## src/rtl/dmem_dual_port_arbiter.sv

```systemverilog
`default_nettype none
// ============================================================================
// Module      : dmem_dual_port_arbiter
// Description : Shares one single-port data memory between two issue lanes.
//               Round-robin grant of one aligned access per cycle, misaligned
//               requests rejected in-cycle, 1-cycle read data routed back to
//               the requesting lane, saturating per-lane conflict counters.
// Revision    : 1.0 - initial release
// ============================================================================
module dmem_dual_port_arbiter #(
  parameter int ADDR_W = 32,
  parameter int DATA_W = 32,
  parameter int CNT_W  = 16
) (
  input  logic                clk_i,
  input  logic                reset_i,
  input  logic                req0_i,
  input  logic                req1_i,
  input  logic                we0_i,
  input  logic                we1_i,
  input  logic [DATA_W/8-1:0] wstrb0_i,
  input  logic [DATA_W/8-1:0] wstrb1_i,
  input  logic [ADDR_W-1:0]   addr0_i,
  input  logic [ADDR_W-1:0]   addr1_i,
  input  logic [DATA_W-1:0]   wdata0_i,
  input  logic [DATA_W-1:0]   wdata1_i,
  output logic                ready0_o,
  output logic                ready1_o,
  output logic                err0_o,
  output logic                err1_o,
  output logic                rvalid0_o,
  output logic                rvalid1_o,
  output logic [DATA_W-1:0]   rdata0_o,
  output logic [DATA_W-1:0]   rdata1_o,
  output logic                mem_en_o,
  output logic                mem_we_o,
  output logic [DATA_W/8-1:0] mem_wstrb_o,
  output logic [ADDR_W-1:0]   mem_addr_o,
  output logic [DATA_W-1:0]   mem_wdata_o,
  input  logic [DATA_W-1:0]   mem_rdata_i,
  output logic [CNT_W-1:0]    conflict0_o,
  output logic [CNT_W-1:0]    conflict1_o
);

  localparam int          c_STRB_W  = DATA_W / 8;
  localparam int          c_OFF_W   = $clog2(c_STRB_W);
  localparam [CNT_W-1:0]  c_CNT_ONE = {{(CNT_W-1){1'b0}}, 1'b1};

  // rr_ptr_q = 0 favours lane0 when both lanes are eligible
  logic              rr_ptr_q, rr_ptr_d;
  // Outstanding load: valid plus the lane it belongs to
  logic              tag_vld_q, tag_vld_d;
  logic              tag_lane_q, tag_lane_d;
  logic [DATA_W-1:0] rdata0_q, rdata1_q;
  logic [CNT_W-1:0]  conflict0_q, conflict1_q;

  logic w_mis0, w_mis1;
  logic w_elig0, w_elig1;
  logic w_gnt0, w_gnt1;

  // Eligibility, round-robin grant and handshake outputs
  always_comb begin
    w_mis0   = |addr0_i[c_OFF_W-1:0];
    w_mis1   = |addr1_i[c_OFF_W-1:0];
    w_elig0  = req0_i & ~w_mis0;
    w_elig1  = req1_i & ~w_mis1;
    w_gnt0   = w_elig0 & (~w_elig1 | ~rr_ptr_q);
    w_gnt1   = w_elig1 & (~w_elig0 |  rr_ptr_q);
    err0_o   = req0_i & w_mis0;
    err1_o   = req1_i & w_mis1;
    // A misaligned request still completes its handshake, just without access
    ready0_o = w_gnt0 | err0_o;
    ready1_o = w_gnt1 | err1_o;
  end

  // Memory port steered from the granted lane; idle port drives zeros
  always_comb begin
    mem_en_o    = w_gnt0 | w_gnt1;
    mem_we_o    = 1'b0;
    mem_wstrb_o = '0;
    mem_addr_o  = '0;
    mem_wdata_o = '0;
    if (w_gnt0) begin
      mem_we_o    = we0_i;
      mem_wstrb_o = we0_i ? wstrb0_i : '0;
      mem_addr_o  = addr0_i;
      mem_wdata_o = wdata0_i;
    end else if (w_gnt1) begin
      mem_we_o    = we1_i;
      mem_wstrb_o = we1_i ? wstrb1_i : '0;
      mem_addr_o  = addr1_i;
      mem_wdata_o = wdata1_i;
    end
  end

  // Next-state for the priority pointer and the read-return tag
  always_comb begin
    rr_ptr_d   = rr_ptr_q;
    if (w_gnt0) rr_ptr_d = 1'b1;
    if (w_gnt1) rr_ptr_d = 1'b0;
    tag_vld_d  = (w_gnt0 & ~we0_i) | (w_gnt1 & ~we1_i);
    tag_lane_d = w_gnt1;
  end

  // Read data is live from the memory during the return cycle and held after
  always_comb begin
    rvalid0_o   = tag_vld_q & ~tag_lane_q;
    rvalid1_o   = tag_vld_q &  tag_lane_q;
    rdata0_o    = rvalid0_o ? mem_rdata_i : rdata0_q;
    rdata1_o    = rvalid1_o ? mem_rdata_i : rdata1_q;
    conflict0_o = conflict0_q;
    conflict1_o = conflict1_q;
  end

  // State registers: pointer, tag, held read data, saturating counters
  always_ff @(posedge clk_i) begin
    if (reset_i) begin
      rr_ptr_q    <= 1'b0;
      tag_vld_q   <= 1'b0;
      tag_lane_q  <= 1'b0;
      rdata0_q    <= '0;
      rdata1_q    <= '0;
      conflict0_q <= '0;
      conflict1_q <= '0;
    end else begin
      rr_ptr_q   <= rr_ptr_d;
      tag_vld_q  <= tag_vld_d;
      tag_lane_q <= tag_lane_d;
      if (rvalid0_o) rdata0_q <= mem_rdata_i;
      if (rvalid1_o) rdata1_q <= mem_rdata_i;
      if (w_elig0 && !w_gnt0 && (conflict0_q != {CNT_W{1'b1}}))
        conflict0_q <= conflict0_q + c_CNT_ONE;
      if (w_elig1 && !w_gnt1 && (conflict1_q != {CNT_W{1'b1}}))
        conflict1_q <= conflict1_q + c_CNT_ONE;
    end
  end

endmodule
`default_nettype wire

```

## config.mk

```make
export PLATFORM = sky130hd
export DESIGN_NAME = dmem_dual_port_arbiter
export DESIGN_NICKNAME = d
export VERILOG_FILES = /design/src/rtl/dmem_dual_port_arbiter.sv
export SDC_FILE = /design/constraint.sdc
export NUM_CORES = 1
export LEC_CHECK = 0
export CAP_MARGIN = 40
export CORE_AREA = 2 2 135 137
export CTS_CLUSTER_SIZE = 14
export DETAILED_ROUTE_END_ITERATION = 8
export DIE_AREA = 0 0 137 139
export DONT_BUFFER_PORTS = 1
export PLACE_DENSITY = 0.39
export SYNTH_ARGS = -nofsm -noshare
export SYNTH_HDL_FRONTEND = slang
export SYNTH_SLANG_ARGS = --single-unit
```

## constraint.sdc

```tcl
create_clock -name clk_i -period 3.1 [get_ports clk_i]
set_input_delay 0.93 -clock clk_i [delete_from_list [all_inputs] [get_ports clk_i]]
set_output_delay 0.93 -clock clk_i [all_outputs]
set_load 0.05 [all_outputs]
```

==> results of run 1 <==
## cell type report
class	count	share of cell area (%)
Multi-Input combinational cell	369	44.80
Sequential cell	99	29.98
Timing Repair Buffer	74	16.24
Tap cell	229	4.334
Clock buffer	11	3.520
Clock inverter	5	0.9084
Inverter	2	0.1136
Antenna cell	3	0.1136
## registers in the layout (all words and copies together), names as in the netlist
name,cells
rdata0_q,32
rdata1_q,32
conflict0_o,16
conflict1_o,16
rr_ptr_q,1
tag_lane_q,1
tag_vld_q,1
## per-stage QoR
step	cell area, um2	setup WS (ns)	hold WS, ns	total power [mW]
final	6611	0.07766	0.5867	2.910
after CTS	6578	0.07697	0.5868	2.960
after global placement	6285	0.08318	0.5826	1.816
after floorplan	5066	-0.03749	0.5167	1.694
after detailed placement	6285	0.07831	0.5691	1.816
after global routing	6611	0.02123	0.6106	3.019
## final timing paths
kind                                     start              to  cells past startpoint
worst max-delay path                addr0_i[0]  mem_wstrb_o[0]                      5
worst min-delay path                  rr_ptr_q        rr_ptr_q                      2
worst max register to register  conflict0_o[8]  conflict0_o[4]                      6
worst min register to register        rr_ptr_q        rr_ptr_q                      2
## cell usage after synthesis, types with 2 or more instances
cell type,count
ha_1,2
nor2_1,37
nor3_1,10
nor4_4,2
mux2i_1,2
or2_2,2
a32o_1,4
nor3b_1,2
buf_4,2
a22o_1,62
and3_1,3
mux2_2,65
nand3_1,11
xnor2_1,23
buf_2,6
dfxtp_1,99
nor4b_4,2
inv_1,2
or3_1,2
a21oi_1,6
and2_1,3
nor2b_1,68
nand4_1,7
a31o_2,2
buf_1,4
nor4_1,10
a211oi_1,2
o21ai_0,3
nand2_1,23
clkbuf_1,21
and4_1,2
## timing repair
| action | CTS | global route |
|---|---|---|
| setup endpoints to repair | 0 | 58 |
| hold buffers | 0 | 0 |
| setup buffers | 0 | 0 |
| gates resized for setup | 0 | 1 |
## report_power, final
group	total, mW	internal, mW	switching [mW]
Sequential	1.29	1.28	0.00419
Combinational	0.503	0.174	0.328
Clock	1.12	0.631	0.490
Total	2.91	2.09	0.822
## kinds of logic after synthesis
kind of cell    after synthesis  share of synthesized area [%]
compound gates               84                          14.36
xor+xnor                     23                          4.056
fa+ha+maj                     2                         0.5038
buf+inv                      35                          2.948
flops                        99                          39.91
mux                          67                          15.14
other cells                   1                        0.07551
simple gates                191                          23.00
## tightest hold or removal path, cell delays in order (launching register included)
cell and delay (ns):
dfxtp_1 0.37, nor2_1 0.12, nor3_1 0.05
## per-layer routing
layer | vias up | global-route usage, % | share of wire (%)
met3 | 24 | 7.018 | 11
met2 | 216 | 25.16 | 47
met1 | 1953 | 18.37 | 38
li1 | 1914 | - | -
met4 | 2 | 6.782 | 3.1
met5 | - | 0 | 0.050
==> impl_metrics.prom, run 1 <==
# TYPE chip_impl_metric gauge
chip_impl_info{name="result_of_the_run",value="complete, no violations"} 1
chip_impl_metric{name="synth.cell_area",unit="um2"} 4966
chip_impl_metric{name="grt_use_total",unit="%"} 15.85
chip_impl_info{name="timing.critical_path.cells",value="nor4b_4, nor2_4, buf_12, a32o_2, buf_12"} 1
chip_impl_info{name="path_type_of_the_worst_min_delay_path",value="register to register"} 1
chip_impl_metric{name="sequential_area_share_after_synthesis",unit="%"} 39.91
chip_impl_metric{name="num-fill-cells",unit=""} 1746
chip_impl_metric{name="layout_worst_path_cycle_share",unit="%"} 97.50
chip_impl_metric{name="synth.avg_cell_area",unit="um2"} 9.892
chip_impl_metric{name="final_min_period",unit="ns"} 3.022
chip_impl_metric{name="antenna_found_initial",unit=""} 4
chip_impl_metric{name="place_hpwl",unit="um"} 12330
chip_impl_metric{name="combined_area_of_the_multi_input_logic_cells",unit="um2"} 2962
chip_impl_metric{name="buffer_ports.inserted",unit=""} 0
chip_impl_metric{name="hold_viol_final",unit=""} 0
chip_impl_metric{name="setup_viol_count_final",unit=""} 0
chip_impl_metric{name="grt_pass1_wl",unit="um"} 22980
chip_impl_metric{name="timing.clock.skew",unit="ns"} 0.007467
chip_impl_metric{name="cts_bufs_inserted",unit=""} 9
chip_impl_info{name="yosys-top-cells-area",value="dfxtp_1 (40%), mux2_2 (15%), a22o_1 (11%), nor2b_1 (8.6%), xnor2_1 (4.1%)"} 1
chip_impl_info{name="critical-path-slowest-cell",value="nor4b_4"} 1
chip_impl_metric{name="maxCapViolCount",unit=""} 0
chip_impl_metric{name="timing_worst_slew_pin_value",unit="ns"} 0.7567
chip_impl_metric{name="htree_levels",unit=""} 3
chip_impl_metric{name="routabilityCongestion",unit=""} 0.7890
chip_impl_metric{name="route.antenna.remaining_nets",unit=""} 0
chip_impl_metric{name="overflow",unit=""} 0
chip_impl_metric{name="syn_to_final_growth",unit="%"} 33.13
chip_impl_metric{name="first_global_vias",unit=""} 3941
chip_impl_metric{name="drt_iter0_drc",unit=""} 165
chip_impl_metric{name="sink_count_of_the_clock_tree",unit=""} 99
chip_impl_info{name="synth_flop_cell",value="dfxtp_1"} 1
chip_impl_metric{name="crit_arrival",unit="ns"} 2.09
chip_impl_info{name="post-synth-top-area-cell",value="dfxtp_1"} 1
chip_impl_info{name="mostFrequentLayoutCell",value="dfxtp_1"} 1
chip_impl_metric{name="place.detailed.instances",unit=""} 772
chip_impl_metric{name="fmax",unit="GHz"} 0.3309
chip_impl_metric{name="die_height",unit="um"} 139
chip_impl_metric{name="drt-vias-per-instance",unit=""} 5.188
chip_impl_metric{name="dr_total_vias",unit=""} 4109
chip_impl_metric{name="worst_setup_hold_path_clk_slew",unit="ns"} 0.06
chip_impl_metric{name="critical_path_required",unit="ns"} 2.17
chip_impl_metric{name="final-instance-count-excl-fill",unit=""} 792
chip_impl_metric{name="drt-total-wl",unit="um"} 16120
chip_impl_metric{name="area.sequential",unit="um2"} 1982
chip_impl_metric{name="design.core.area",unit="um2"} 17660
chip_impl_metric{name="drt_pre_antenna_iters",unit=""} 4
chip_impl_metric{name="num_rows",unit=""} 49
chip_impl_metric{name="relSlewSlack",unit="%"} 49.48
chip_impl_metric{name="critical_path.max_fanout",unit=""} 52
chip_impl_metric{name="ir_worst_vdd",unit="mV"} 0.2864
chip_impl_metric{name="synth-warning-count",unit=""} 0
chip_impl_info{name="grt_setup_unrepaired",value="no"} 1
chip_impl_metric{name="synthCells",unit=""} 502
chip_impl_metric{name="yosys_register_bits",unit=""} 99
chip_impl_metric{name="power.density_cell_area",unit="nW/um2"} 440.2
chip_impl_metric{name="synth.top_cell.area_share",unit="%"} 39.91
chip_impl_metric{name="max_stage_delay",unit="ns"} 0.39
chip_impl_metric{name="slew_violations",unit=""} 0
chip_impl_metric{name="worst_skew_pair.late_latency",unit="ns"} 0.34
chip_impl_info{name="final_cell_mix",value="dfxtp_1 (99), nor2b_1 (67), mux2_2 (65), a22o_2 (58), buf_12 (40)"} 1
chip_impl_metric{name="layout-drive-gt1-share",unit="%"} 42.50
chip_impl_metric{name="route.detailed.drc",unit=""} 0
chip_impl_metric{name="die-width",unit="um"} 137
chip_impl_metric{name="initial_utilization",unit="%"} 28.13
chip_impl_metric{name="r2r_slack",unit="ns"} 0.92
chip_impl_metric{name="nNetsFinal",unit=""} 731
chip_impl_metric{name="power.static_leakage",unit="nW"} 2.572
chip_impl_info{name="timing.critical_path.from_type",value="input port"} 1
chip_impl_metric{name="grt_start_max_net_pins",unit=""} 102
chip_impl_info{name="end_kind",value="output pin"} 1
chip_impl_metric{name="finalCoreUtilization",unit="%"} 37.44
chip_impl_metric{name="asyncSetResetFlopFracSynth",unit="%"} 0
chip_impl_info{name="worstSetupPathType",value="input port to output pin"} 1
chip_impl_metric{name="pin_count",unit=""} 346
chip_impl_metric{name="fp.dieArea",unit="um2"} 19040
chip_impl_info{name="cts_root_buffer",value="clkbuf_16"} 1
chip_impl_info{name="cpMostUsedCell",value="buf_12"} 1
chip_impl_metric{name="cp.buffers_inverters",unit=""} 2
chip_impl_metric{name="max-clock-path-buffers",unit=""} 2
chip_impl_metric{name="wire_per_inst",unit="um"} 20.36
chip_impl_metric{name="count_of_flip_flops_with_a_built_in_enable_after_synthesis",unit=""} 0
chip_impl_info{name="tritoncts",value="done"} 1
chip_impl_metric{name="synth_cell_type_count",unit=""} 44
chip_impl_metric{name="fin_setup_tns",unit="ns"} 0
chip_impl_info{name="cpLargestDelayFamily",value="simple AND/OR/NAND/NOR gates"} 1
(Power assumes the default switching activity.)
==> run 2, diff against run 1 <==
--- a/config.mk
+++ b/config.mk
@@ -5,13 +5,14 @@
 export SDC_FILE = /design/constraint.sdc
 export NUM_CORES = 1
 export LEC_CHECK = 0
+export ABC_AREA = 1
 export CAP_MARGIN = 40
-export CORE_AREA = 2 2 135 137
+export CORE_AREA = 2 2 133 135
 export CTS_CLUSTER_SIZE = 14
 export DETAILED_ROUTE_END_ITERATION = 8
-export DIE_AREA = 0 0 137 139
+export DIE_AREA = 0 0 135 137
 export DONT_BUFFER_PORTS = 1
-export PLACE_DENSITY = 0.39
+export PLACE_DENSITY_LB_ADDON = 0.15
 export SYNTH_ARGS = -nofsm -noshare
 export SYNTH_HDL_FRONTEND = slang
 export SYNTH_SLANG_ARGS = --single-unit
==> run 2 against run 1 <==
  * Area after synthesis grew 9.3%
  * Clock skew fell by 0.00091 ns
  * Sequential share of layout area shrank 4.1 points
  * First-iteration DRC count rose by 67%
  * Utilization grew 7.5 points
  * Non-clock buffer count grew 57
  * Count of clock-buffer cells in the layout is the same
  * Power increased by 6.5%
  * Synthesized cell count is 53% higher
  * Final area is 16% higher
  * Routed wire length increased by 16%
==> impl_metrics.prom, run 2 <==
# TYPE chip_impl_metric gauge
chip_impl_metric{name="final_min_period",unit="ns"} 3.011
chip_impl_info{name="post-synth-top-count-cell",value="nor2_1"} 1
chip_impl_metric{name="route.antenna.remaining_nets",unit=""} 0
chip_impl_metric{name="worst_skew_pair.late_latency",unit="ns"} 0.35
chip_impl_metric{name="drt-vias-per-instance",unit=""} 4.919
chip_impl_info{name="synth_flop_cell",value="dfxtp_1"} 1
chip_impl_metric{name="relSlewSlack",unit="%"} 49.55
chip_impl_metric{name="synth.top_cell.area_share",unit="%"} 36.51
chip_impl_info{name="timing.critical_path.cells",value="nor2_4, nand2_4, inv_2, nand2_2, inv_2, buf_12, a22o_1, buf_12"} 1
chip_impl_metric{name="hold_viol_final",unit=""} 0
chip_impl_metric{name="synth_cell_type_count",unit=""} 34
chip_impl_metric{name="synthCells",unit=""} 770
chip_impl_metric{name="overflow",unit=""} 0
chip_impl_info{name="timing.rr.start",value="conflict1_o[1]"} 1
chip_impl_info{name="post-synth-top-area-cell",value="dfxtp_1"} 1
chip_impl_metric{name="layout-drive-gt1-share",unit="%"} 27.68
chip_impl_metric{name="max-clock-path-buffers",unit=""} 2
chip_impl_metric{name="route.detailed.drc",unit=""} 0
chip_impl_metric{name="maxCapViolCount",unit=""} 0
chip_impl_info{name="grt_setup_unrepaired",value="no"} 1
chip_impl_metric{name="layout_worst_path_cycle_share",unit="%"} 97.13
chip_impl_metric{name="place.detailed.instances",unit=""} 1087
chip_impl_metric{name="initial_utilization",unit="%"} 31.83
chip_impl_metric{name="pin_count",unit=""} 346
chip_impl_metric{name="fp.dieArea",unit="um2"} 18500
chip_impl_metric{name="sink_count_of_the_clock_tree",unit=""} 99
chip_impl_info{name="r2r_end",value="conflict1_o[8]"} 1
chip_impl_metric{name="htree_levels",unit=""} 3
chip_impl_metric{name="grt_start_max_net_pins",unit=""} 78
chip_impl_metric{name="final-instance-count-excl-fill",unit=""} 1109
chip_impl_metric{name="crit_arrival",unit="ns"} 2.08
chip_impl_metric{name="slew_violations",unit=""} 0
chip_impl_metric{name="fin_setup_tns",unit="ns"} 0
chip_impl_metric{name="design.core.area",unit="um2"} 17060
chip_impl_info{name="yosys-top-cells-area",value="dfxtp_1 (37%), a22o_1 (10%), nor2_1 (9.7%), or2_2 (7.4%), inv_1 (6.8%)"} 1
chip_impl_info{name="tritoncts",value="done"} 1
chip_impl_metric{name="timing.clock.skew",unit="ns"} 0.006555
chip_impl_metric{name="worstRegToRegCells",unit=""} 7
chip_impl_metric{name="count_of_flip_flops_with_a_built_in_enable_after_synthesis",unit=""} 0
chip_impl_metric{name="fmax",unit="GHz"} 0.3321
chip_impl_metric{name="num_rows",unit=""} 48
chip_impl_info{name="worstSetupPathType",value="input port to output pin"} 1
chip_impl_metric{name="nNetsFinal",unit=""} 1049
chip_impl_info{name="path_type_of_the_worst_min_delay_path",value="register to register"} 1
chip_impl_metric{name="synth-warning-count",unit=""} 0
chip_impl_metric{name="r2r_slack",unit="ns"} 0.95
chip_impl_metric{name="buffer_ports.inserted",unit=""} 0
chip_impl_metric{name="postCtsSetupBuffers",unit=""} 0
chip_impl_metric{name="routabilityCongestion",unit=""} 0.9613
chip_impl_metric{name="cts_bufs_inserted",unit=""} 9
chip_impl_metric{name="sequential_area_share_after_synthesis",unit="%"} 36.51
chip_impl_metric{name="synth.cell_area",unit="um2"} 5429
chip_impl_metric{name="place_hpwl",unit="um"} 14450
chip_impl_metric{name="total_of_cells_resized_after_clock_tree_synthesis",unit=""} 0
chip_impl_metric{name="worst_setup_hold_path_clk_slew",unit="ns"} 0.07
chip_impl_info{name="timing.critical_path.from_type",value="input port"} 1
chip_impl_metric{name="syn_to_final_growth",unit="%"} 41.14
chip_impl_info{name="startpoint",value="addr0_i[0]"} 1
chip_impl_metric{name="max_stage_delay",unit="ns"} 0.26
chip_impl_info{name="mostFrequentLayoutCell",value="nor2_1"} 1
chip_impl_metric{name="die-width",unit="um"} 135
chip_impl_metric{name="cts_hold_buffers",unit=""} 0
chip_impl_info{name="critical_path.endpoint",value="mem_addr_o[15]"} 1
chip_impl_info{name="result_of_the_run",value="complete, no violations"} 1
chip_impl_metric{name="grt_use_total",unit="%"} 19.15
chip_impl_metric{name="critical_path_required",unit="ns"} 2.17
chip_impl_metric{name="first_global_vias",unit=""} 5249
chip_impl_metric{name="ir_worst_vdd",unit="mV"} 0.2261
chip_impl_metric{name="setup_viol_count_final",unit=""} 0
chip_impl_info{name="end_kind",value="output pin"} 1
chip_impl_metric{name="power.static_leakage",unit="nW"} 3.877
chip_impl_info{name="critical-path-slowest-cell",value="a22o_1"} 1
chip_impl_metric{name="grt_pass1_wl",unit="um"} 27670
chip_impl_metric{name="asyncSetResetFlopFracSynth",unit="%"} 0
chip_impl_metric{name="synth.avg_cell_area",unit="um2"} 7.051
chip_impl_metric{name="wire_per_inst",unit="um"} 16.80
chip_impl_metric{name="yosys_register_bits",unit=""} 99
chip_impl_metric{name="drt_pre_antenna_iters",unit=""} 4
chip_impl_metric{name="dr_total_vias",unit=""} 5455
chip_impl_metric{name="drt-total-wl",unit="um"} 18630
chip_impl_metric{name="antenna_found_initial",unit=""} 6
chip_impl_metric{name="critical_path.max_fanout",unit=""} 67
chip_impl_info{name="ys_top_cells_by_count",value="nor2_1 (140), dfxtp_1 (99), inv_1 (98), nand2_1 (98), or2_2 (64)"} 1
chip_impl_info{name="cts_root_buffer",value="clkbuf_16"} 1
chip_impl_metric{name="timing_worst_slew_pin_value",unit="ns"} 0.7559
chip_impl_metric{name="power.density_cell_area",unit="nW/um2"} 404.6
chip_impl_metric{name="post-layout-total-power",unit="mW"} 3.100
chip_impl_info{name="final_cell_mix",value="nor2_1 (140), dfxtp_1 (99), inv_1 (98), nand2_1 (98), buf_12 (70)"} 1
chip_impl_metric{name="drt_iter0_drc",unit=""} 276
chip_impl_metric{name="die_height",unit="um"} 137
chip_impl_info{name="largest_registers",value="rdata0_q: 32 flops, rdata1_q: 32 flops"} 1
chip_impl_metric{name="num-fill-cells",unit=""} 1706
run 2: cell types whose count changed after synthesis, sizes merged, moves of 10 or more:
cell   before  now
o21ai       3   74
a21oi       6   17
nor4       12    0
nand3      12   36
or2         2   64
mux2       65    0
nor2       37  147
nor3       11    1
xnor2      23    4
nor2b      68    0
inv         2  102
nand2      23  106
run 2: where the power goes:
| group | internal (mW) | leakage [nW] | switching [mW] |
|---|---|---|---|
| Sequential | 1.29 | 0.800 | 0.00613 |
| Clock | 0.599 | 0.143 | 0.512 |
| Combinational | 0.258 | 2.93 | 0.435 |
run 2: cells by family after synthesis:
group           synth area share [%]
buf+inv                        11.22
flops                          36.51
xor+xnor                      0.8066
compound gates                 20.00
other cells                  0.06907
simple gates                   30.93
fa+ha+maj                     0.4609
run 2: layout make-up:
class	count	area (um2)	share of cell area (%)
Multi-Input combinational cell	530	2846	37.15
Sequential cell	99	1982	25.87
Timing Repair Buffer	131	1859	24.27
Inverter	102	382.9	4.997
Tap cell	225	281.5	3.674
Clock buffer	11	252.7	3.298
Clock inverter	5	42.54	0.5552
Antenna cell	6	15.01	0.1960
run 2: metal layers:
metal | vias up | part of all wire [%] | wire length [um] | GRT usage [%]
li1 | 2684 | - | - | -
met5 | - | 0 | 0 | 2.778
met2 | 208 | 50 | 9365 | 34.63
met3 | 25 | 8.4 | 1571 | 6.815
met1 | 2538 | 39 | 7339 | 20.35
met4 | 0 | 1.9 | 354 | 7.002
run 2: critical path, delay by kind of cell:
family | cells | cell delay (ns)
buf+inv | 4 | 0.55
simple gates | 3 | 0.30
compound gates | 1 | 0.26
run 2: how the worst min path moves through the flow:
stage	from	to	slack, ns	cells past startpoint
4_1_cts	rdata0_q[25]	rdata0_q[25]	0.56	3
3_5_place_dp	rdata0_q[25]	rdata0_q[25]	0.54	3
2_1_floorplan	rdata0_q[21]	rdata0_q[21]	0.52	3
5_1_grt	rdata0_q[25]	rdata0_q[25]	0.57	3
3_3_place_gp	rdata0_q[21]	rdata0_q[21]	0.53	3
6_report	rdata0_q[25]	rdata0_q[25]	0.56	3
run 2: stage by stage:
| stage | setup slack, ns | hold WS (ns) | util [%] | cell area (um2) |
|---|---|---|---|---|
| after floorplan | 0.1076 | 0.5214 | - | 5433 |
| after global placement | 0.1439 | 0.5341 | 43.10 | 7352 |
| after detailed placement | 0.09801 | 0.5429 | 43.10 | 7352 |
| after CTS | 0.08467 | 0.5609 | 44.84 | 7647 |
| after global routing | 0.009779 | 0.5720 | 44.92 | 7662 |
| final | 0.08886 | 0.5575 | 44.92 | 7662 |
==> run 3, diff against run 2 <==
--- a/config.mk
+++ b/config.mk
@@ -12,6 +12,7 @@
 export DETAILED_ROUTE_END_ITERATION = 8
 export DIE_AREA = 0 0 135 137
 export DONT_BUFFER_PORTS = 1
+export GPL_TIMING_DRIVEN = 0
 export PLACE_DENSITY_LB_ADDON = 0.15
 export SYNTH_ARGS = -nofsm -noshare
 export SYNTH_HDL_FRONTEND = slang
==> run 3 against run 2 <==
  * Clock power barely moved
  * First-iteration DRC count down 5.8%
  * Sequential power about the same
  * Clock skew is 0.0011 ns higher
  * Flip-flop and latch count stayed put
  * Utilization down 7.1 points
  * Combinational power down 19%
  * Final area decreased by 16%
  * Critical path depth shrank 1
  * Worst hold slack about the same
  * Worst setup slack got worse by 0.065 ns
  * Count of clock-buffer cells in the layout fell by 2
==> impl_metrics.prom, run 3 (same netlist as run 2, synthesis figures left out) <==
# TYPE chip_impl_metric gauge
chip_impl_metric{name="power.static_leakage",unit="nW"} 3.270
chip_impl_metric{name="drt_iter0_drc",unit=""} 260
chip_impl_metric{name="sink_count_of_the_clock_tree",unit=""} 99
chip_impl_metric{name="net-switching-power",unit="mW"} 1.007
chip_impl_info{name="global_route_hottest_layer",value="met2"} 1
chip_impl_metric{name="switching_share",unit="%"} 33.58
chip_impl_metric{name="place.detailed.instances",unit=""} 1000
chip_impl_metric{name="timing.clock.skew",unit="ns"} 0.007627
chip_impl_metric{name="place_hpwl",unit="um"} 14370
chip_impl_metric{name="cp.buffers_inverters",unit=""} 3
chip_impl_metric{name="layout-drive-gt1-share",unit="%"} 28.34
chip_impl_metric{name="cts_bufs_inserted",unit=""} 9
chip_impl_metric{name="seq_power_share",unit="%"} 43.2
chip_impl_metric{name="ir_worst_vdd",unit="mV"} 0.2366
chip_impl_metric{name="critical_path.max_fanout",unit=""} 10
chip_impl_metric{name="grt.met2_usage",unit="%"} 31.70
chip_impl_metric{name="power.density_cell_area",unit="nW/um2"} 465.4
chip_impl_metric{name="htree_levels",unit=""} 3
chip_impl_metric{name="worst_skew_pair.late_latency",unit="ns"} 0.35
chip_impl_metric{name="antenna_found_initial",unit=""} 3
chip_impl_info{name="r2r_end",value="conflict0_o[1]"} 1
chip_impl_info{name="tritoncts",value="done"} 1
chip_impl_metric{name="final_min_period",unit="ns"} 3.076
chip_impl_metric{name="p_comb_share",unit="%"} 18.8
chip_impl_metric{name="hold_path_stages",unit=""} 3
chip_impl_metric{name="r2r_slack",unit="ns"} 0.99
chip_impl_metric{name="grt_util_met3",unit="%"} 6.926
chip_impl_metric{name="drt-total-wl",unit="um"} 18600
chip_impl_metric{name="cell_internal_pwr",unit="mW"} 1.992
chip_impl_metric{name="grt_start_max_net_pins",unit=""} 21
chip_impl_metric{name="design.core.area",unit="um2"} 17060
chip_impl_metric{name="route.detailed.drc",unit=""} 0
chip_impl_info{name="cts_root_buffer",value="clkbuf_16"} 1
chip_impl_metric{name="critical_path_required",unit="ns"} 2.17
chip_impl_metric{name="max-clock-path-buffers",unit=""} 2
chip_impl_metric{name="die-width",unit="um"} 135
chip_impl_metric{name="slew_violations",unit=""} 0
chip_impl_metric{name="final-instance-count-excl-fill",unit=""} 1022
chip_impl_info{name="mostFrequentLayoutCell",value="nor2_1"} 1
chip_impl_info{name="timing.critical_path.cells",value="nor2_4, nand2_4, inv_2, nand2_2, inv_2, buf_2, a22o_2"} 1
chip_impl_info{name="holdPathEnd",value="rdata0_q[28]"} 1
chip_impl_metric{name="hold_viol_final",unit=""} 0
chip_impl_metric{name="wire_per_inst",unit="um"} 18.20
chip_impl_metric{name="maxCapViolCount",unit=""} 0
chip_impl_metric{name="post-layout-total-power",unit="mW"} 2.999
chip_impl_metric{name="setup_viol_count_final",unit=""} 0
chip_impl_metric{name="routabilityCongestion",unit=""} 0.9573
chip_impl_metric{name="num_rows",unit=""} 48
chip_impl_metric{name="nNetsFinal",unit=""} 965
chip_impl_metric{name="timing_worst_slew_pin_value",unit="ns"} 0.8863
chip_impl_metric{name="grt_use_total",unit="%"} 18.80
chip_impl_info{name="grt_setup_unrepaired",value="yes"} 1
chip_impl_metric{name="worstRegToRegCells",unit=""} 8
chip_impl_info{name="critical-path-slowest-cell",value="a22o_2"} 1
chip_impl_info{name="largest_registers",value="rdata0_q: 32 flops, rdata1_q: 32 flops"} 1
chip_impl_metric{name="first_global_vias",unit=""} 4644
chip_impl_info{name="worstSetupPathType",value="input port to output pin"} 1
chip_impl_info{name="end_kind",value="output pin"} 1
chip_impl_info{name="result_of_the_run",value="complete, no violations"} 1
chip_impl_metric{name="groute.layer.met1.usage",unit="%"} 21.52
chip_impl_metric{name="layout_worst_path_cycle_share",unit="%"} 99.23
chip_impl_metric{name="pin_count",unit=""} 346
chip_impl_metric{name="grt_pass1_wl",unit="um"} 26280
chip_impl_metric{name="worst_setup_hold_path_clk_slew",unit="ns"} 0.07
chip_impl_info{name="cpLargestDelayFamily",value="buffers and inverters"} 1
chip_impl_metric{name="buffer_ports.inserted",unit=""} 0
chip_impl_info{name="cpMostUsedCell",value="inv_2"} 1
chip_impl_metric{name="overflow",unit=""} 0
chip_impl_metric{name="relSlewSlack",unit="%"} 40.70
chip_impl_info{name="timing.critical_path.from_type",value="input port"} 1
chip_impl_metric{name="route.antenna.remaining_nets",unit=""} 0
chip_impl_metric{name="drt-vias-per-instance",unit=""} 4.967
chip_impl_info{name="worst_hold_startpoint",value="rdata0_q[28]"} 1
chip_impl_info{name="timing.rr.start",value="conflict0_o[1]"} 1
chip_impl_metric{name="fp.dieArea",unit="um2"} 18500
chip_impl_metric{name="max_stage_delay",unit="ns"} 0.37
chip_impl_metric{name="dr_total_vias",unit=""} 5076
chip_impl_metric{name="die_height",unit="um"} 137
chip_impl_info{name="path_type_of_the_worst_min_delay_path",value="register to register"} 1
chip_impl_metric{name="initial_utilization",unit="%"} 31.83
chip_impl_metric{name="crit_arrival",unit="ns"} 2.15
chip_impl_metric{name="clock_power_share",unit="%"} 38.1
chip_impl_metric{name="syn_to_final_growth",unit="%"} 18.71
chip_impl_metric{name="fmax",unit="GHz"} 0.3251
chip_impl_metric{name="drt_pre_antenna_iters",unit=""} 4
chip_impl_info{name="final_cell_mix",value="nor2_1 (140), dfxtp_1 (99), nand2_1 (94), inv_1 (75), or2_2 (64)"} 1
## run 3: cell types whose count changed in the layout (fill, tap and decap cells not counted), moves of 8 or more
cell	previous run	this run
buf_12	70	2
a22o_1	63	3
buf_4	61	8
a22o_2	0	31
a22o_4	0	29
inv_1	98	75
inv_2	4	27
clkbuf_1	0	20
buf_6	0	8
## run 3: how the worst max path moves through the flow
stage	from	to	slack, ns	depth (start not counted)
floorplan	addr0_i[0]	ready0_o	0.11	2
global placement	addr0_i[0]	mem_addr_o[30]	-0.20	8
detailed placement	addr0_i[0]	mem_addr_o[27]	-0.20	8
CTS	addr0_i[1]	mem_addr_o[27]	-0.01	8
global route	addr0_i[0]	mem_wdata_o[13]	-0.05	7
finish	addr0_i[0]	mem_wdata_o[7]	0.02	7
## run 3: area by class of cell
type,count,area (um2)
fillers,1861,10610
multi-input cells,530,3169
flip-flops and latches,99,1982
inverters,102,382.9
well taps,225,281.5
plain buffers,40,257.7
clock buffers,9,225.2
clock inverters,7,75.07
repair buffers,7,63.81
diodes,3,7.507
## run 3: power groups by stage
stage	logic (mW)	clock network [mW]	registers [mW]
2_1_floorplan	0.457	0	1.32
3_3_place_gp	0.513	0	1.33
3_5_place_dp	0.518	0	1.33
4_1_cts	0.554	1.18	1.30
5_1_grt	0.589	1.22	1.30
6_report	0.563	1.14	1.30
## run 3: per-stage QoR
stage          worst slack (ns)  setup TNS [ns]  utilization [%]  area [um2]  hold slack, ns
5_1_grt                -0.04691         -0.4551            37.77        6442          0.5814
3_3_place_gp            -0.2016          -7.032            33.50        5714          0.5317
6_report                0.02391               0            37.79        6445          0.5576
4_1_cts                -0.01092        -0.06032            37.40        6380          0.5595
2_1_floorplan            0.1076               0                -        5433          0.5214
3_5_place_dp            -0.2023          -7.185            33.72        5752          0.5429
## run 3: worst reg2reg max path: cells and delay by family, from the launching register on
family	cells	cell delay [ns]
flops	1	0.74
simple gates	6	0.89
fa+ha+maj	1	0.33
buf+inv	1	0.06
## run 3: repair_timing
action	CTS	global route
hold endpoints to repair	0	0
hold buffers	0	0
setup buffers	2	1
pin swaps	2	7
endpoints found under the setup margin	63	74
gates resized for setup	94	37
cloned	0	0
## run 3: metal layers
metal | share of wire [%] | up-vias
met3 | 8.9 | 36
met1 | 40 | 2288
met4 | 2.9 | 4
met5 | 0.21 | -
li1 | - | 2529
met2 | 48 | 219
